==> src/rtl/input_conditioner_pkg.sv <==
// ----------------------------------------------------------------------------
// input_conditioner_pkg
//   Shared definitions for the button/switch input conditioner:
//     - deb_state_e : per-channel debounce FSM state
//     - default constants for channel count, debounce length and masks
// ----------------------------------------------------------------------------
package input_conditioner_pkg;

  // Per-channel debounce FSM. The two PEND states remember which stable
  // level the channel came from, so a glitch can fall back to it.
  typedef enum logic [1:0] {
    STABLE_LOW  = 2'd0,
    PEND_HIGH   = 2'd1,
    STABLE_HIGH = 2'd2,
    PEND_LOW    = 2'd3
  } deb_state_e;

  // 10 ms of stability at a 50 MHz system clock.
  localparam int unsigned DEFAULT_CHANNELS        = 4;
  localparam int unsigned DEFAULT_DEBOUNCE_CYCLES = 500000;

  // Channels 0 and 1 are wired to active-low pads on the board.
  localparam logic [3:0] DEFAULT_ACTIVE_LOW_MASK = 4'b0011;

  // Channel 1 (pause) behaves as a push-on/push-off latch.
  localparam logic [3:0] DEFAULT_TOGGLE_MASK = 4'b0010;

endpackage : input_conditioner_pkg

==> src/rtl/input_conditioner_debounce_channel.sv <==
// ----------------------------------------------------------------------------
// debounce_channel
//   Conditions one raw pad input: polarity correction, two-flop
//   synchroniser, debounce FSM with a stability counter, and registered
//   rise/fall pulses plus an optional toggle-on-press latch.
//
// Parameters
//   DebounceCycles : consecutive stable edges needed to accept a change
//   ActiveLow      : 1 = raw pad is active-low and is inverted first
//   ToggleEn       : 1 = o_toggle inverts on every accepted press
//
// Ports
//   i_clock_50mhz : system clock, rising edge
//   i_reset       : asynchronous active-low reset
//   i_raw         : raw asynchronous pad input
//   o_level       : debounced level, 1 = active
//   o_rise        : one-cycle pulse when o_level goes 0->1
//   o_fall        : one-cycle pulse when o_level goes 1->0
//   o_toggle      : toggle latch (held 0 when ToggleEn = 0)
// ----------------------------------------------------------------------------
module debounce_channel
  import input_conditioner_pkg::*;
#(
  parameter int unsigned DebounceCycles = DEFAULT_DEBOUNCE_CYCLES,
  parameter bit          ActiveLow      = 1'b0,
  parameter bit          ToggleEn       = 1'b0
) (
  input  logic i_clock_50mhz,
  input  logic i_reset,
  input  logic i_raw,
  output logic o_level,
  output logic o_rise,
  output logic o_fall,
  output logic o_toggle
);

  localparam int unsigned CntW = $clog2(DebounceCycles + 1);

  // The count is loaded to 1 on the edge that enters PEND, so the change
  // is accepted on the edge where the count would reach DebounceCycles.
  // Testing against DebounceCycles-1 keeps the counter below the limit.
  localparam logic [CntW-1:0] CntOne  = CntW'(1);
  localparam logic [CntW-1:0] CntLast = CntW'(DebounceCycles - 1);
  localparam logic [CntW-1:0] CntMax  = CntW'(DebounceCycles);

  // Saturating increment: the counter can never wrap past DebounceCycles.
  function automatic logic [CntW-1:0] cnt_inc(input logic [CntW-1:0] c);
    if (c >= CntMax) begin
      return CntMax;
    end
    return c + CntOne;
  endfunction

  logic            raw_active;
  logic            sync_p0;
  logic            sync_p1;
  deb_state_e      state;
  logic [CntW-1:0] cnt;
  logic            level;
  logic            rise;
  logic            fall;
  logic            toggle;

  assign raw_active = ActiveLow ? ~i_raw : i_raw;

  always_ff @(posedge i_clock_50mhz or negedge i_reset) begin
    if (!i_reset) begin
      sync_p0 <= 1'b0;
      sync_p1 <= 1'b0;
      state   <= STABLE_LOW;
      cnt     <= '0;
      level   <= 1'b0;
      rise    <= 1'b0;
      fall    <= 1'b0;
      toggle  <= 1'b0;
    end else begin
      // ---- stage p0/p1: two-flop synchroniser ----
      sync_p0 <= raw_active;
      sync_p1 <= sync_p0;

      // ---- stage p2: debounce FSM on the synchronised value ----
      rise <= 1'b0;
      fall <= 1'b0;

      case (state)
        STABLE_LOW: begin
          if (sync_p1) begin
            if (DebounceCycles == 1) begin
              state  <= STABLE_HIGH;
              level  <= 1'b1;
              rise   <= 1'b1;
              toggle <= ToggleEn ? ~toggle : 1'b0;
            end else begin
              state <= PEND_HIGH;
              cnt   <= CntOne;
            end
          end
        end

        PEND_HIGH: begin
          if (!sync_p1) begin
            // Glitch: fall back silently.
            state <= STABLE_LOW;
            cnt   <= '0;
          end else if (cnt == CntLast) begin
            state  <= STABLE_HIGH;
            cnt    <= '0;
            level  <= 1'b1;
            rise   <= 1'b1;
            toggle <= ToggleEn ? ~toggle : 1'b0;
          end else begin
            cnt <= cnt_inc(cnt);
          end
        end

        STABLE_HIGH: begin
          if (!sync_p1) begin
            if (DebounceCycles == 1) begin
              state <= STABLE_LOW;
              level <= 1'b0;
              fall  <= 1'b1;
            end else begin
              state <= PEND_LOW;
              cnt   <= CntOne;
            end
          end
        end

        PEND_LOW: begin
          if (sync_p1) begin
            state <= STABLE_HIGH;
            cnt   <= '0;
          end else if (cnt == CntLast) begin
            state <= STABLE_LOW;
            cnt   <= '0;
            level <= 1'b0;
            fall  <= 1'b1;
          end else begin
            cnt <= cnt_inc(cnt);
          end
        end

        default: begin
          state <= STABLE_LOW;
          cnt   <= '0;
          level <= 1'b0;
        end
      endcase
    end
  end

  assign o_level  = level;
  assign o_rise   = rise;
  assign o_fall   = fall;
  assign o_toggle = ToggleEn ? toggle : 1'b0;

endmodule : debounce_channel

==> src/rtl/input_conditioner.sv <==
// ----------------------------------------------------------------------------
// input_conditioner
//   Front end for the counter datapath's pad inputs (set, pause, count,
//   type). Each raw button/switch is polarity-corrected, synchronised and
//   debounced independently, producing a clean level, edge pulses and an
//   optional toggle latch per channel.
//
// Parameters
//   Channels       : number of independent raw inputs
//   DebounceCycles : stable edges required before a level change (1..2^24)
//   ActiveLowMask  : bit set = raw input is active-low
//   ToggleMask     : bit set = channel drives its o_toggle bit
//
// Ports
//   i_clock_50mhz : system clock, all state on its rising edge
//   i_reset       : asynchronous active-low reset; release must already be
//                   synchronous to i_clock_50mhz
//   i_raw         : raw asynchronous pad inputs
//   o_level       : debounced, polarity-corrected levels (1 = active)
//   o_rise        : one-cycle pulses on o_level 0->1
//   o_fall        : one-cycle pulses on o_level 1->0
//   o_toggle      : toggle latches, 0 for channels outside ToggleMask
// ----------------------------------------------------------------------------
module input_conditioner
  import input_conditioner_pkg::*;
#(
  parameter int unsigned          Channels       = DEFAULT_CHANNELS,
  parameter int unsigned          DebounceCycles = DEFAULT_DEBOUNCE_CYCLES,
  parameter logic [Channels-1:0]  ActiveLowMask  = DEFAULT_ACTIVE_LOW_MASK,
  parameter logic [Channels-1:0]  ToggleMask     = DEFAULT_TOGGLE_MASK
) (
  input  logic                i_clock_50mhz,
  input  logic                i_reset,
  input  logic [Channels-1:0] i_raw,
  output logic [Channels-1:0] o_level,
  output logic [Channels-1:0] o_rise,
  output logic [Channels-1:0] o_fall,
  output logic [Channels-1:0] o_toggle
);

  for (genvar g = 0; g < Channels; g++) begin : g_chan
    debounce_channel #(
      .DebounceCycles (DebounceCycles),
      .ActiveLow      (ActiveLowMask[g]),
      .ToggleEn       (ToggleMask[g])
    ) u_chan (
      .i_clock_50mhz (i_clock_50mhz),
      .i_reset       (i_reset),
      .i_raw         (i_raw[g]),
      .o_level       (o_level[g]),
      .o_rise        (o_rise[g]),
      .o_fall        (o_fall[g]),
      .o_toggle      (o_toggle[g])
    );
  end

endmodule : input_conditioner

==> config.mk <==
export PLATFORM = sky130hd
export DESIGN_NAME = input_conditioner
export DESIGN_NICKNAME = d
export VERILOG_FILES = /design/src/rtl/input_conditioner_pkg.sv /design/src/rtl/input_conditioner_debounce_channel.sv /design/src/rtl/input_conditioner.sv
export SDC_FILE = /design/constraint.sdc
export NUM_CORES = 1
export LEC_CHECK = 0
export CAP_MARGIN = 20
export CORE_MARGIN = 1.5
export CORE_UTILIZATION = 31
export DETAILED_ROUTE_END_ITERATION = 16
export PLACE_DENSITY = 0.51
export SETUP_SLACK_MARGIN = 0.1
export SLEW_MARGIN = 5
export SYNTH_ARGS = -nofsm -noshare
export SYNTH_HDL_FRONTEND = slang
export SYNTH_HIERARCHICAL = 1
export SYNTH_SLANG_ARGS = --single-unit
export TNS_END_PERCENT = 30
==> constraint.sdc <==
create_clock -name i_clock_50mhz -period 6.5 [get_ports i_clock_50mhz]
set_input_delay 1.3 -clock i_clock_50mhz [delete_from_list [all_inputs] [get_ports i_clock_50mhz]]
set_output_delay 1.3 -clock i_clock_50mhz [all_outputs]
set_load 0.05 [all_outputs]
==> flow_metrics.env <==
export IMPL_antenna_found_initial=1
export IMPL_area_growth_pct=10.50
export IMPL_die_w_um=141.2
export IMPL_cp_cell_sequence="clkdlybuf4s50_1"
export IMPL_slew_headroom=0.2637
export IMPL_synth_top_area_cell="dfrtp_1"
export IMPL_clk_pin_slew_ns=0.07
export IMPL_cp_num_buf_inv=1
export IMPL_synth_top_cells_by_count="dfrtp_1 (105), nand3_1 (54), nand2_1 (48)"
export IMPL_root_buffer="clkbuf_16"
export IMPL_drt_initial_drc_count=359
export IMPL_post_cts_resized=0
export IMPL_postCtsSetupRepairBufs=0
export IMPL_synth_top_cells_by_area="dfrtp_1 (44%), nand3_1 (4.6%), o21ai_0 (3.8%)"
export IMPL_grt_max_degree=63
export IMPL_synth_top_area_frac=0.4435
export IMPL_max_freq_mhz=352.9
export IMPL_crit_start="g_chan[3].u_chan/o_level"
export IMPL_num_rows=50
export IMPL_async_flop_share=1.000
export IMPL_clock_sinks=105
export IMPL_route_detailed_drc=0
export IMPL_first_global_vias=4548
export IMPL_nNetsFinal=640
export IMPL_first_pass_iters=5
export IMPL_path_delay_family="buffers and inverters"
export IMPL_cts_tree="built"
export IMPL_routedWlPerCell_um=15.46
export IMPL_slowest_stage="clkdlybuf4s50_1"
export IMPL_cp_num_cells=1
export IMPL_synth_compound_area_share=0.2169
export IMPL_synth_xor_area_share=0.02070
export IMPL_avgSynthCellArea_sq_um=9.556
export IMPL_cap_violations=0
export IMPL_cellPowerDensity_nw_per_um2=203.3
export IMPL_finalSetupViolations=0
export IMPL_p_leak_nw=2.757
export IMPL_diodes=0
export IMPL_port_buffers=18
export IMPL_core_area_sq_um=18710
export IMPL_syn_num_nets=634
export IMPL_ys_flop_type="dfrtp_1"
export IMPL_hp_start="g_chan[2].u_chan/sync_p0"
export IMPL_crit_fanout=3
export IMPL_synth_fa_ha_area_frac=0.01690
export IMPL_vias_per_cell=5.622
export IMPL_chipHeight_um=141.2
export IMPL_cts_made_buffers=9
export IMPL_detail_route_antenna_nets=0
export IMPL_ys_warn_count=6
export IMPL_holdBufCountCts=0
export IMPL_place_gp_congestion=0.8191
export IMPL_critPathLaunchType="flip-flop"
export IMPL_drive_gt1_frac=0.08585
export IMPL_hpwlAfterDp_um=9078
export IMPL_cp_end_kind="output port"
export IMPL_min_path_type="reg2reg"
export IMPL_skew_ns=0.007521
export IMPL_crit_path_max_incr_delay_ns=0.82
export IMPL_r2r_start="g_chan[2].u_chan/cnt[10]"
export IMPL_start_util=0.3167
export IMPL_clk_latency_ns=0.35
export IMPL_num_vias=4852
export IMPL_finalSetupTns_ns=0
export IMPL_synth_distinct_cells=78
export IMPL_grtUsageMet3=0.03023
export IMPL_status="completed"
export IMPL_worstReg2RegEnd="g_chan[2].u_chan/cnt[18]"
export IMPL_max_vdd_ir_drop_v=0.00009778
export IMPL_htree_levels=3
export IMPL_yosys_area_share_simple=0.2378
export IMPL_drv_slew=0
export IMPL_grt_total_usage=0.1406
export IMPL_synth_seq_cells=105
export IMPL_grt_use_met1=0.1920
export IMPL_finalWirelength_um=13340
export IMPL_cp_required_ns=5.20
export IMPL_ios=22
export IMPL_grt_pass1_wl_um=22680
export IMPL_placed_area_sq_um=6221
export IMPL_rr_worst_depth=5
export IMPL_use_met2=0.2265
export IMPL_yosysSeqAreaShare=0.4435
export IMPL_crit_type="reg2out"
export IMPL_finalCritPeriodShare=0.4359
export IMPL_synth_edf_count=0
export IMPL_setup_worst_path_end="o_level[3]"
export IMPL_yosys_mux_area_fraction=0.008870
export IMPL_syn_inst=620
export IMPL_finalHoldViolCount=0
export IMPL_clockBufferDepth=2
export IMPL_synth_top_family_by_area="simple AND/OR/NAND/NOR gates"
export IMPL_fin_crit_ns=2.834
export IMPL_design_area_sq_um=6546
export IMPL_rsz0062_at_grt="false"
export IMPL_regToRegSetupSlack_ns=3.99
export IMPL_die_area_sq_um=19950
export IMPL_syn_area_sq_um=5924
export IMPL_grt_overflow=0
export IMPL_grt_busiest_layer="met2"
export IMPL_worst_pin_slew_ns=1.100
export IMPL_cp_arrival_ns=1.53
export IMPL_synth_most_common_cell="dfrtp_1"
-- cell type report --
class / instances / area [sq um]
tap: 234 / 292.8
multi-input combinational: 455 / 2980
clock buffer: 9 / 225.2
timing repair buffer: 22 / 215.2
clock inverter: 5 / 81.33
sequential: 105 / 2628
inverter: 33 / 123.9
fill: 1861 / 12160
-- kinds of logic after synthesis --
logic type                 after synthesis
and+or+nand+nor                        247
AOI/OAI and AO/OA                      178
DFF                                    105
buffers and inverters                   60
xor gates and xnor gates                14
adders and majority gates                8
muxes                                    5
other                                    3
-- per-stage QoR --
stage / total power, mW / worst slack [ns] / hold WS, ns / instances / util
after global placement: 0.7637 / 3.927 / 0.3346 / 846 / 0.3320
after floorplan: 0.7383 / 4.333 / 0.3312 / 620 / -
after CTS: 1.355 / 3.632 / 0.3554 / 861 / 0.3490
final: 1.331 / 3.666 / 0.3531 / 863 / 0.3500
after global routing: 1.391 / 3.605 / 0.3565 / 863 / 0.3500
after detailed placement: 0.7669 / 3.774 / 0.3363 / 847 / 0.3326
-- metal layers --
| layer | share of wire | vias to the layer above |
|---|---|---|
| met5 | 0 | - |
| met4 | 0.0096 | 0 |
| met3 | 0.036 | 9 |
| met2 | 0.47 | 101 |
| met1 | 0.49 | 2411 |
| li1 | - | 2331 |
-- how the worst min path moves through the flow --
stage / depth (start not counted) / slack (ns) / end
final: 0 / 0.35 / g_chan[2].u_chan/sync_p1
after global placement: 0 / 0.33 / g_chan[2].u_chan/sync_p1
after floorplan: 0 / 0.33 / g_chan[0].u_chan/sync_p1
after detailed placement: 0 / 0.34 / g_chan[3].u_chan/sync_p1
after global routing: 0 / 0.36 / g_chan[2].u_chan/sync_p1
after CTS: 0 / 0.36 / g_chan[2].u_chan/sync_p1
-- power by group --
part / internal [mW] / switching, mW / leakage [nW] / total, mW
clock network: 0.334 / 0.242 / 0.148 / 0.576
logic: 0.0264 / 0.0542 / 1.18 / 0.0806
registers: 0.662 / 0.0112 / 1.43 / 0.674
total: 1.02 / 0.308 / 2.76 / 1.33
-- state kept, by name (all words and copies together) (netlist names), named ones only --
signal,cells
g_chan.u_chan/cnt,76
g_chan.u_chan/sync_p1,4
g_chan.u_chan/o_fall,4
g_chan.u_chan/state,4
g_chan.u_chan/o_rise,4
g_chan.u_chan/sync_p0,4
g_chan.u_chan/o_level,4
g_chan.u_chan/o_toggle,1
-- layout by cell type, fill, tap and decap left out, types with 9 or more instances in the layout --
master and instances:
nand2_1 48, dfrtp_1 105, inv_1 33, xor2_1 9, nand4_1 30, and2_1 10, clkbuf_16 9, clkdlybuf4s50_1 17
a21oi_1 15, o21ai_0 45, nor2_1 25, a21o_1 23, and3_1 16, nand3_1 54, a22o_1 21
(Power assumes the default switching activity.)
==> variant 1: new RTL, config.mk and constraints unchanged <==
Change the package constant `DEFAULT_CHANNELS` from 4 to 3.
--- a/src/rtl/input_conditioner_pkg.sv
+++ b/src/rtl/input_conditioner_pkg.sv
@@ -16,7 +16,7 @@
   } deb_state_e;
 
   // 10 ms of stability at a 50 MHz system clock.
-  localparam int unsigned DEFAULT_CHANNELS        = 4;
+  localparam int unsigned DEFAULT_CHANNELS        = 3;
   localparam int unsigned DEFAULT_DEBOUNCE_CYCLES = 500000;
 
   // Channels 0 and 1 are wired to active-low pads on the board.
Interface: changed (5 resized); port bits go from 22 to 17. No check against the original RTL was run, so the function may have changed too.
==> variant 1 against the unedited design <==
  * Power is 16% lower
  * Highest routed layer unchanged
  * Largest cell class unchanged
  * Cell area is 23% lower
  * Largest power group is now clock
  * Synthesized area is 24% lower
  * Setup slack better by 21 ps
  * Non-clock buffer count is 4 lower
  * Cell count is 24% lower
  * Clock power is 5.4% lower
  * Maximum frequency is 0.76% higher
  * Sequential power is 25% lower
  * Sequential cell count is 26 lower
  * Combinational power is 25% lower
  * Critical endpoint is now o_level[1]
  * Wire length is 28% lower
  * Count of clock-buffer cells in the layout stayed put
==> variant 1: results (changes against the unedited design) <==
** Global routing
- The via count of the first global-routing pass is 3392 (was 4548).
- Antenna violations before repair :: 0 (was 1)
- The wire length of the first global-routing pass was 16.7 mm (was 22.7 mm).
- The met2 track demand over resource is 0.215 (was 0.227).
- The global-route usage over all layers came to 0.139 (was 0.141).

** Worst setup path
- Worst setup path end :: o_level[1] (was o_level[3])
- Reg2Reg Depth :: 6 (was 5)
- RR Startpoint :: g_chan[0].u_chan/cnt[0] (was g_chan[2].u_chan/cnt[10])

** Placement
- Count of port buffers added during placement :: 14 (was 18)
- RD Place Congestion :: 0.763 (was 0.819)

** STA
- Hold Worst Slack :: 348 ps (was 353 ps)
- Final worst clock skew :: 8.66 ps (was 7.52 ps)
- The final critical-path share of the clock period is 0.433 (was 0.436).

** Finish
- Fraction of final layout cells with drive strength greater than 1 :: 0.105 (was 0.0859)
- The number of flip-flops in the largest register is 57 (was 76).
- Clock network share of area :: 0.0639 (was 0.0468)
- The post-layout instance count excluding filler cells is 657 (was 863).

** Logic synthesis
- Biggest area contributors in the synthesized netlist: dfrtp_1 44%, nand3_1 4.4%, nand4_1 3.5% (was dfrtp_1 44%, nand3_1 4.6%, o21ai_0 3.8%).
- The number of standard cells after synthesis was 465 (was 620).
- Distinct cell type count after synthesis :: 72 (was 78)
- The synthesized net count was 476 (was 634).

** Floorplan
- The horizontal die dimension was 123 µm (was 141 µm).

** Route
- Drt pass-1 iters :: 4 (was 5)

** Power and ir drop
- The highest ir drop seen on vdd is 0.000142 V (was 0.0000978 V).

** Min path
- Origin of the worst min-delay path :: g_chan[0].u_chan/sync_p0 (was g_chan[2].u_chan/sync_p0)

** Status
- Result of the run: finished, final reports clean (unchanged).
-- variant 1: kinds of logic (layout without fill, tap and decap cells) --
| group | count (synthesis) | after routing | synth area share |
|---|---|---|---|
| muxes | 4 | 4 | 0.00921 |
| AOI/OAI and AO/OA | 128 | 128 | 0.212 |
| buffers and inverters | 46 | 58 | 0.0564 |
| DFF | 79 | 79 | 0.441 |
| other | 2 | 2 | 0.00168 |
| and+or+nand+nor | 188 | 188 | 0.239 |
| xor gates and xnor gates | 12 | 12 | 0.0234 |
| adders and majority gates | 6 | 6 | 0.0167 |
-- variant 1: layer usage --
metal	share of wire	up-vias
li1	-	1762
met1	0.49	1725
met2	0.46	42
met3	0.032	11
met4	0.015	0
met5	0	-
-- variant 1: power by group --
part           internal (µW)  leakage (µW)  switching (µW)
Combinational           20.6      0.000884            39.6
Clock                    337      0.000152             208
Sequential               499       0.00107            8.55
==> variant 2: new RTL, config.mk and constraints unchanged <==
Without the edit above. One comparison of `cnt` changes from == to >=.
--- a/src/rtl/input_conditioner_debounce_channel.sv
+++ b/src/rtl/input_conditioner_debounce_channel.sv
@@ -130,7 +130,7 @@
           if (sync_p1) begin
             state <= STABLE_HIGH;
             cnt   <= '0;
-          end else if (cnt == CntLast) begin
+          end else if (cnt >= CntLast) begin
             state <= STABLE_LOW;
             cnt   <= '0;
             level <= 1'b0;
Check against the original RTL: no difference found for any inputs over 4 cycles, from zero or initial values and one cycle with i_reset low; that may be too few to reach the edited logic, so the function may still have changed.
==> variant 2 against the unedited design <==
  * Core utilization down 0.73 points
  * Sequential cell count unchanged
  * Cell area up 5.2%
  * Synthesized area up 6.7%
  * Setup slack about the same
  * Register-to-register slack about the same
  * Wire length up 5.7%
Power is not compared: it rests on default switching activity, and its combinational part moved more than twofold at a synthesized area within 25%.
==> variant 2: results (changes against the unedited design) <==
** Global routing
- The met1 layer usage reported by global route came to 0.191 (was 0.192).
- Routing usage on met3 :: 0.0285 (was 0.0302)
- The maximum number of pins on one net before global-route repair came to 60 (was 63).
- The met2 track demand over resource is 0.226 (was 0.227).

** Worst setup path
- The logic depth of the worst register-to-register path is 6 (was 5).
- Max FO, Critical Path :: 2 (was 3)
- The reg-to-reg endpoint is g_chan[0].u_chan/cnt[8] (was g_chan[2].u_chan/cnt[18]).
- The startpoint of the lowest-slack register-to-register path is g_chan[0].u_chan/cnt[12] (was g_chan[2].u_chan/cnt[10]).
- The reg2reg setup slack came to 3980 ps (was 3990 ps).

** Finish
- Number of combinational gates with multiple inputs :: 517 (was 455)
- Non-clock buffer share of cell area :: 0.0314 (was 0.0329)
- The fraction of final layout cells with drive strength greater than 1 came to 0.113 (was 0.0859).
- Multi-input combinational area share :: 0.481 (was 0.455)
- Nets :: 701 (was 640)
- Clock network share of area :: 0.0403 (was 0.0468)
- The sequential cell count is 105 (unchanged).

** Logic synthesis
- Biggest area contributors in the synthesized netlist :: dfrtp_1 42%, nand2_1 4.0%, o21ai_0 3.7% (was dfrtp_1 44%, nand3_1 4.6%, o21ai_0 3.8%)
- The xor and xnor fraction of the mapped netlist area is 0.0125 (was 0.0207).
- Most instantiated cells after synthesis: 105 x dfrtp_1, 67 x nand2_1, 52 x nor2_1 (was 105 x dfrtp_1, 54 x nand3_1, 48 x nand2_1).

** Route
- The routed length on met3 is 397 µm (was 475 µm).
- The detailed router's first-iteration violation count came to 401 (was 359).
- Via/cell ratio :: 5.43 (was 5.62)
- Routed wire per std cell :: 14.7 µm (was 15.5 µm)

** Status
- Result of the run :: finished, final reports clean (unchanged)

** STA
- The post-layout worst setup margin came to 3670 ps (about the same).
- The worst clock skew came to 8.87 ps (was 7.52 ps).

** Placement
- The post-placement setup slack was 3750 ps (was 3770 ps).
- Area after DPL :: 6600 µm² (was 6220 µm²)
variant 2: cell count changes after synthesis, moves of 9 or more:
cell     change
nand3_1     -12
and3_1       -9
nor3_1      +16
a21oi_1     +12
nand2_1     +19
a21o_1      -11
nor2_1      +27
variant 2: worst min path at each step:
stage                             start                       end  slack [ps]  depth (start not counted)
2_1_floorplan  g_chan[0].u_chan/sync_p0  g_chan[0].u_chan/sync_p1         330                          0
3_3_place_gp   g_chan[3].u_chan/sync_p0  g_chan[3].u_chan/sync_p1         340                          0
3_5_place_dp   g_chan[3].u_chan/sync_p0  g_chan[3].u_chan/sync_p1         340                          0
4_1_cts        g_chan[3].u_chan/sync_p0  g_chan[3].u_chan/sync_p1         360                          0
5_1_grt        g_chan[3].u_chan/sync_p0  g_chan[3].u_chan/sync_p1         370                          0
6_report       g_chan[3].u_chan/sync_p0  g_chan[3].u_chan/sync_p1         350                          0
